File: config.mk
export PLATFORM = sky130hd
export DESIGN_NAME = timestamp_capture
export DESIGN_NICKNAME = d
export VERILOG_FILES = /design/src/rtl/tsc_pkg.sv /design/src/rtl/event_sync.sv /design/src/rtl/timestamp_capture.sv
export SDC_FILE = /design/constraint.sdc
export NUM_CORES = 1
export LEC_CHECK = 0
export ABC_CLOCK_PERIOD_IN_PS = 2550
export BUFFER_PORTS_ARGS = -buffer_cell sky130_fd_sc_hd__buf_4
export CAP_MARGIN = 0
export CORE_MARGIN = 2
export CORE_UTILIZATION = 40
export CTS_CLUSTER_DIAMETER = 40
export DETAILED_ROUTE_END_ITERATION = 8
export GPL_ROUTABILITY_DRIVEN = 1
export GPL_TIMING_DRIVEN = 0
export PLACE_DENSITY = 0.61
export REMOVE_ABC_BUFFERS = 1
export SYNTH_ARGS = -nofsm -noshare
export SYNTH_HDL_FRONTEND = slang
export SYNTH_SLANG_ARGS = --single-unit
export TNS_END_PERCENT = 1
File: constraint.sdc
create_clock -name clk_i -period 2.55 [get_ports clk_i]
set_clock_uncertainty 0.1 [all_clocks]
set_input_delay 0.51 -clock clk_i [delete_from_list [all_inputs] [get_ports clk_i]]
set_output_delay 0.51 -clock clk_i [all_outputs]
set_load 0.01 [all_outputs]
File: src/rtl/tsc_pkg.sv
// Shared defaults and entry format for timestamp_capture.
// TSC_BOTH_EDGES_EN widens each entry by an edge-polarity bit.
package tsc_pkg;

    localparam int CNT_W_DEF       = 16;
    localparam int DEPTH_DEF       = 4;
    localparam int SYNC_STAGES_DEF = 2;

    function automatic int ts_w(input int cnt_w);
`ifdef TSC_BOTH_EDGES_EN
        return cnt_w + 1;
`else
        return cnt_w;
`endif
    endfunction

    localparam int TS_W_DEF = ts_w(CNT_W_DEF);

    // Entry layout when both edges are captured: MSB is 1 for rising, 0 for falling.
    typedef struct packed {
        logic                 rise;
        logic [CNT_W_DEF-1:0] cnt;
    } tsc_entry_t;

endpackage

File: src/rtl/event_sync.sv
// Multi-flop synchronizer for an asynchronous event, followed by a delay flop
// that yields single-cycle rise/fall pulses on the synchronized signal.
module event_sync #(
    parameter int SYNC_STAGES = 2
) (
    input  logic clk_i,
    input  logic nrst_i,
    input  logic event_i,
    output logic rise_o,
    output logic fall_o
);

    logic [SYNC_STAGES-1:0] sync_q;
    logic                   dly_q;
    logic                   sync_s;

    assign sync_s = sync_q[SYNC_STAGES-1];

    always_ff @(posedge clk_i or negedge nrst_i) begin
        if (!nrst_i) begin
            sync_q <= '0;
            dly_q  <= 1'b0;
        end else begin
            sync_q <= {sync_q[SYNC_STAGES-2:0], event_i};
            dly_q  <= sync_s;
        end
    end

    assign rise_o = sync_s & ~dly_q;
    assign fall_o = ~sync_s & dly_q;

endmodule

File: src/rtl/timestamp_capture.sv
// Captures cnt_i on synchronized event edges into a show-ahead FIFO.
// Define TSC_BOTH_EDGES_EN to also capture falling edges (entries gain an edge MSB).
module timestamp_capture
    import tsc_pkg::*;
#(
    parameter  int CNT_W       = CNT_W_DEF,
    parameter  int DEPTH       = DEPTH_DEF,
    parameter  int SYNC_STAGES = SYNC_STAGES_DEF,
    localparam int TS_W        = ts_w(CNT_W),
    localparam int LVL_W       = $clog2(DEPTH + 1)
) (
    input  logic             clk_i,
    input  logic             nrst_i,
    input  logic [CNT_W-1:0] cnt_i,
    input  logic             event_i,
    input  logic             cap_en_i,
    input  logic             clr_i,
    output logic             ts_valid_o,
    output logic [TS_W-1:0]  ts_data_o,
    input  logic             ts_ready_i,
    output logic [LVL_W-1:0] level_o,
    output logic             ovf_o
);

    localparam int PTR_W = $clog2(DEPTH);

    logic             rise;
    logic             fall;
    logic             cap_req;
    logic [TS_W-1:0]  entry;

    logic [TS_W-1:0]  mem_q [DEPTH];
    logic [PTR_W-1:0] wr_ptr_q, wr_ptr_d;
    logic [PTR_W-1:0] rd_ptr_q, rd_ptr_d;
    logic [LVL_W-1:0] level_q, level_d;
    logic             ovf_q, ovf_d;

    logic             full;
    logic             pop;
    logic             wr_en;

    event_sync #(
        .SYNC_STAGES(SYNC_STAGES)
    ) u_event_sync (
        .clk_i  (clk_i),
        .nrst_i (nrst_i),
        .event_i(event_i),
        .rise_o (rise),
        .fall_o (fall)
    );

`ifdef TSC_BOTH_EDGES_EN
    assign cap_req = cap_en_i & (rise | fall);
    assign entry   = {rise, cnt_i};
`else
    logic unused_fall;
    assign unused_fall = fall;
    assign cap_req     = cap_en_i & rise;
    assign entry       = cnt_i;
`endif

    assign full  = (level_q == LVL_W'(DEPTH));
    assign pop   = (level_q != '0) & ts_ready_i;
    // A pop frees the head slot in the same cycle, so a full FIFO can still accept.
    assign wr_en = cap_req & (~full | pop);

    always_comb begin
        wr_ptr_d = wr_ptr_q;
        rd_ptr_d = rd_ptr_q;
        level_d  = level_q;
        ovf_d    = ovf_q;
        if (clr_i) begin
            wr_ptr_d = '0;
            rd_ptr_d = '0;
            level_d  = '0;
            ovf_d    = 1'b0;
        end else begin
            if (wr_en) wr_ptr_d = wr_ptr_q + 1'b1;
            if (pop)   rd_ptr_d = rd_ptr_q + 1'b1;
            level_d = level_q + LVL_W'(wr_en) - LVL_W'(pop);
            if (cap_req && full && !pop) ovf_d = 1'b1;
        end
    end

    always_ff @(posedge clk_i or negedge nrst_i) begin
        if (!nrst_i) begin
            wr_ptr_q <= '0;
            rd_ptr_q <= '0;
            level_q  <= '0;
            ovf_q    <= 1'b0;
        end else begin
            wr_ptr_q <= wr_ptr_d;
            rd_ptr_q <= rd_ptr_d;
            level_q  <= level_d;
            ovf_q    <= ovf_d;
        end
    end

    always_ff @(posedge clk_i) begin
        if (wr_en && !clr_i) mem_q[wr_ptr_q] <= entry;
    end

    assign ts_valid_o = (level_q != '0);
    assign ts_data_o  = ts_valid_o ? mem_q[rd_ptr_q] : '0;
    assign level_o    = level_q;
    assign ovf_o      = ovf_q;

endmodule

# Word level (Yosys, flattened, before mapping)
# Memories as Yosys holds them, arrays and structs flattened.
# Cells that the tools add are included.
[op_classes]
n_addsub = 4
n_mux = 10
reduce_logical = 9
eq_ne = 1
n_bitwise = 7
[op_table]
columns = ["op", "n"]
rows = [
  ["16-bit two-way mux", 1],
  ["2-bit two-way mux", 4],
  ["2-bit nonzero test", 3],
  ["2-bit by 1-bit adder with 2-bit output, second input constant", 2],
  ["1-bit AND", 4],
  ["1-bit two-way mux", 4],
  ["3-bit by 1-bit adder with 3-bit output", 1],
  ["3-bit == test, second input constant", 1],
  ["1-bit logical AND", 3],
  ["3-bit two-way mux", 1],
  ["3-bit nonzero test", 1],
  ["3-bit by 1-bit subtractor with 3-bit output", 1],
  ["1-bit zero test", 2],
  ["1-bit inverter", 2],
  ["1-bit OR", 1],
]
[totals]
regBits = 11
out_inout_bits = 21
memories = 1
ramBits = 64
elab_cells = 38
[memory_table]
columns = ["memory", "depth", "word_bits", "read_ports", "rd_clocked_by_memory_dff", "write_ports", "line", "source"]
rows = [
  ["mem_q", 4, 16, 1, 0, 1, "timestamp_capture.sv:32", "logic [TS_W-1:0] mem_q [DEPTH];"],
]

# Logic depth before layout (Yosys ltp)
[logic_depth]
ltp_word = 7
mapped_depth = 11
mapped_depth_nobuf = 11

# Cells and area by module
# From an unflattened synthesis, not the netlist that was laid out.
[hier_totals]
cells_unflattened = 159
area_unflattened_um2 = 3085.5
[modules_own_cells]
columns = ["mod", "cells_per_inst", "instances", "seq_area_each_um2", "area_per_inst_um2"]
rows = [
  ["timestamp_capture", 154, 1, 2122.0, 2995.4],
  ["event_sync", 5, 1, 75.1, 90.1],
]

# Worst setup path before layout
# No wires, ideal clock.
[synth_path]
path_type = "input to register"
from = "input port ts_ready_i"
to = "register level_q[2] (netlist: level_o[2])"
setup_ns = 0.086
required_time_ns = 2.364
n_path_buf = 0
path_slack_ns = 0.144
cell_stages = 11
t_arrival_ns = 2.220
cell_sequence = "nor4b_2 nor2_1 inv_1 ha_1 inv_1 ha_1 inv_1 fa_1 xor2_1 and2_1 nor3_1"
[synth_between]
elab_chain_cells = 6
[synth_rtl]
columns = ["element", "line", "source"]
rows = [
  ["start: declaration", "timestamp_capture.sv:20", "input logic ts_ready_i,"],
  ["1-bit AND (*)", "timestamp_capture.sv:63", "assign pop = (level_q != '0) & ts_ready_i;"],
  ["1-bit OR", "timestamp_capture.sv:65", "assign wr_en = cap_req & (~full | pop);"],
  ["1-bit AND", "timestamp_capture.sv:65", ""],
  ["3-bit by 1-bit adder with 3-bit output", "timestamp_capture.sv:80", "level_d = level_q + LVL_W'(wr_en) - LVL_W'(pop);"],
  ["3-bit by 1-bit subtractor with 3-bit output (*)", "timestamp_capture.sv:80", ""],
  ["3-bit two-way mux (*)", "timestamp_capture.sv:72", "if (clr_i) begin"],
  ["net level_d[2]", "timestamp_capture.sv:35", "logic [LVL_W-1:0] level_q, level_d;"],
  ["end signal: assignment", "timestamp_capture.sv:94", "level_q <= level_d;"],
  ["end: declaration", "timestamp_capture.sv:35", ""],
]
# The timed path passes the listed nets; every way through them passes the cells marked *.
# A chain may end at the register's enable or synchronous reset.

# Worst setup path in the final report
[layout_path]
from = "register level_q[1] (netlist: level_o[1])"
to = "register level_q[2] (netlist: level_o[2])"
[layout_between]
elab_chain_cells = 7
elab_cells_between_ends = 9
classes_between = "add/sub (2); eq/ne (1); mux (1); bitwise (4); reduce/logical (1)"
[layout_rtl]
columns = ["element", "line"]
rows = [
  ["3-bit nonzero test / 3-bit == test (equally long branches)", "timestamp_capture.sv:63, timestamp_capture.sv:62"],
  ["1-bit AND / 1-bit inverter (equally long branches)", "timestamp_capture.sv:63, timestamp_capture.sv:65"],
  ["1-bit OR", "timestamp_capture.sv:65"],
  ["1-bit AND", "timestamp_capture.sv:65"],
  ["3-bit by 1-bit adder with 3-bit output", "timestamp_capture.sv:80"],
  ["3-bit by 1-bit subtractor with 3-bit output (*)", "timestamp_capture.sv:80"],
  ["3-bit two-way mux (*)", "timestamp_capture.sv:72"],
  ["net level_d[2]", "timestamp_capture.sv:35"],
]
# Marks and branches as above.

==> impl_metrics.toml <==
[timing]
fin_ws_ns = 0.1104
slew_violations = 0
timing.final.hold_violations = 0
final.min_clock_period_ns = 2.440
final-setup-viol-count = 0
max_freq_mhz = 409.9
holdWs_ns = 0.1723
worst_slew_pin_slew_ns = 0.8758
maxSlewHeadroom = 0.4162
totalNegativeSetupSlack_ns = 0
final.period_utilization = 0.9567

[critical_path]
worst-path-max-fanout = 4
critPathSlowestCell = "dfrtp_2"
worstSetupEndpointType = "flop"
crit_chain = "buf_4 -> o31ai_4 -> inv_1 -> ha_1 -> inv_1 -> ha_1 -> inv_1 -> fa_1 -> xor2_1 -> and2_1 -> nor3_2"
critical_path.most_common_cell = "inv_1"
worst-endpoint-arrival_ns = 2.60
largest_stage_delay_on_the_critical_path_ns = 0.45
timing.critical_path.from_type = "flop"
criticalPathCategory = "reg -> reg"
cp.required_ns = 2.71

[route]
route.detailed.drc = 0
postRouteAntennaNets = 0
routed_wl_um = 5390
number_of_search_and_repair_iterations_in_the_first_detailed_routing_pass = 4
wire_per_inst_um = 16.79
routed_via_density = 4.822
detailedRoute.firstIterationViolations = 77
dr_total_vias = 1548

[floorplan]
die_w_um = 91.10
boundaryPins = 43
rows = 31
starting_density_of_the_core = 0.4161
fp.dieH_um = 91.10
die_area_um2 = 8298
core_area_um2 = 7292

[clock_network]
clock_tree.buffer_depth = 2
clock_insertion_delay_worst_skew_ns = 0.34
h-tree-depth = 3
clock_root_cell = "clkbuf_8"
tritoncts = "done"
reg_clk_slew_reported_paths_ns = 0.08
clock_sink_count = 75
number_of_buffers_created_by_cts = 9

[yosys]
synth.yosys.seq_area_share = 0.7241
yosysWarnings = 0
synth.area.top_cells = "edfxtp_1 (63%), mux4_2 (12%), dfrtp_1 (9.1%), nor2b_1 (3.3%), ha_1 (2.5%)"
post_synth_inst_count = 158
syn-cell-area_um2 = 3034
yosys.area_share.simple = 0.07794
number_of_flops_mapped_to_enable_cells_by_yosys = 64
largest_family_of_logic_cells_by_synthesized_area = "multiplexers"
synth.mux.area_fraction = 0.1258
yosys.area_share.xor_xnor = 0.005773
yosysTopAreaCellShare = 0.6334
synth_cell_types = 28
yosysMostFrequentCell = "edfxtp_1"
dominantRegCellSynth = "edfxtp_1"
commonest_cells_in_the_netlist = "edfxtp_1 (64), mux4_2 (16), nor2b_1 (16)"
synth.largest_area_cell = "edfxtp_1"
synth-compound-area-share = 0.008660
synthArstFlopShare = 0.1467
ys_seq_elements = 75
fraction_of_the_mapped_netlist_area_in_adder_cells = 0.03134
synthesized_area_per_cell_um2 = 19.20

[final_layout]
num_antenna_cells = 0
synthToLayoutAreaGrowth_pct = 23.75
finish.instance_area_um2 = 3755
drive_above_1_share = 0.4324
layout.nets = 246

[grt]
initial_antenna_violation_count = 0
first_pass_grt_wire_length_um = 8355
global_route.overflow_total = 0
pin_count_of_the_biggest_net_entering_global_routing = 20
first_global_vias = 1649
grt_usage = 0.1353

[hold_path]
hp-class = "in -> reg"

[outcome]
run_status = "completed"

[run]
cap_viol_max_count = 0

[place]
cell_area_placed_um2 = 3430
dp_worst_setup_slack_ns = -0.2404
detailedPlacementHpwl_um = 3272
globalplace.congestion = 0.7947
buffer_ports.inserted = 42

[power]
max-vdd-ir-drop_mv = 0.6089
power.density_cell_area_nw_per_um2 = 923.2
p_leak_nw = 1.362
path summary, 6_finish.rpt:
| kind | startpoint | endpoint | slack (ns) | depth (start not counted) |
|---|---|---|---|---|
| min in group asynchronous | nrst_i | u_event_sync.dly_q | 0.42 | 2 |
| worst min-delay path | event_i | u_event_sync.sync_q[0] | 0.17 | 1 |
| max in group asynchronous | nrst_i | rd_ptr_q[1] | 1.76 | 2 |
| worst max-delay path | level_o[1] | level_o[2] | 0.11 | 11 |
| worst min register to register | u_event_sync.sync_q[0] | u_event_sync.sync_q[1] | 0.26 | 0 |
| worst max register to register | level_o[1] | level_o[2] | 0.11 | 11 |
critical path, delay by kind of cell, from the launching register on:
family                   cells  cell delay [ns]
AO/OA/AOI/OAI                1             0.24
adder cells (fa/ha/maj)      3             0.78
flip-flops                   1             0.45
AND/OR/NAND/NOR              2             0.28
XOR/XNOR                     1             0.17
buffers and inverters        4             0.33
where the power goes:
| group | total [mW] | switching (mW) | internal (mW) |
|---|---|---|---|
| registers | 1.47 | 0.0855 | 1.38 |
| clock network | 0.788 | 0.439 | 0.349 |
| logic | 1.21 | 0.531 | 0.679 |
| total | 3.47 | 1.05 | 2.41 |
cell type report:
class                      count  area, um^2
inverter                       8       30.03
sequential                    75        2206
tap                           99       123.9
clock buffer                   9       123.9
clock inverter                 7       45.04
fill                         638        3537
timing repair buffer          54       432.9
multi-input combinational     69       793.3
flip-flops by register name, summed over array words and instances, names as in the netlist:
| signal | cells |
|---|---|
| u_event_sync.sync_q | 2 |
| wr_ptr_q | 2 |
| u_event_sync.dly_q | 1 |
| ovf_o | 1 |
| level_o | 3 |
| mem_q | 64 |
| rd_ptr_q | 2 |
cell families (layout without fill, tap and decap cells):
| group | Yosys count | after routing |
|---|---|---|
| xor+xnor | 2 | 2 |
| compound gates | 4 | 4 |
| buf+inv | 14 | 78 |
| fa+ha+maj | 7 | 7 |
| simple gates | 38 | 38 |
| flops | 75 | 75 |
| mux | 18 | 18 |
cell usage in the layout (no fill, tap or decap), types with 2 or more instances in the layout:
master    instances
nand2b_1          2
mux4_2           16
clkbuf_8          9
clkinv_4          2
buf_12            2
nor2b_1          16
ha_1              6
xor2_1            2
buf_4            51
dfrtp_1           6
inv_1             8
dfrtp_2           4
edfxtp_1         64
and2_1            5
clkinv_2          4
nor2_1            6
routing by layer:
metal / GRT usage / part of all wire
met4: 0.05177 / 0.014
met2: 0.2191 / 0.51
met5: 0 / 0
met3: 0.05726 / 0.050
met1: 0.1610 / 0.43
metrics by stage:
stage | instances | util | total power, mW
4_1_cts | 312 | 0.5007 | 3.363
3_5_place_dp | 293 | 0.4703 | 2.495
6_report | 321 | 0.5149 | 3.466
3_3_place_gp | 293 | 0.4695 | 2.443
5_1_grt | 321 | 0.5149 | 3.635
2_1_floorplan | 152 | - | 2.025
repair_timing:
item | CTS | global route
hold buffers | 1 | 0
setup endpoints to repair | 18 | 4
gates cloned | 0 | 0
hold endpoints to repair | 11 | 0
pin swaps | 1 | 2
setup buffers | 2 | 9
gates resized for setup | 5 | 6
(Power assumes the default switching activity.)
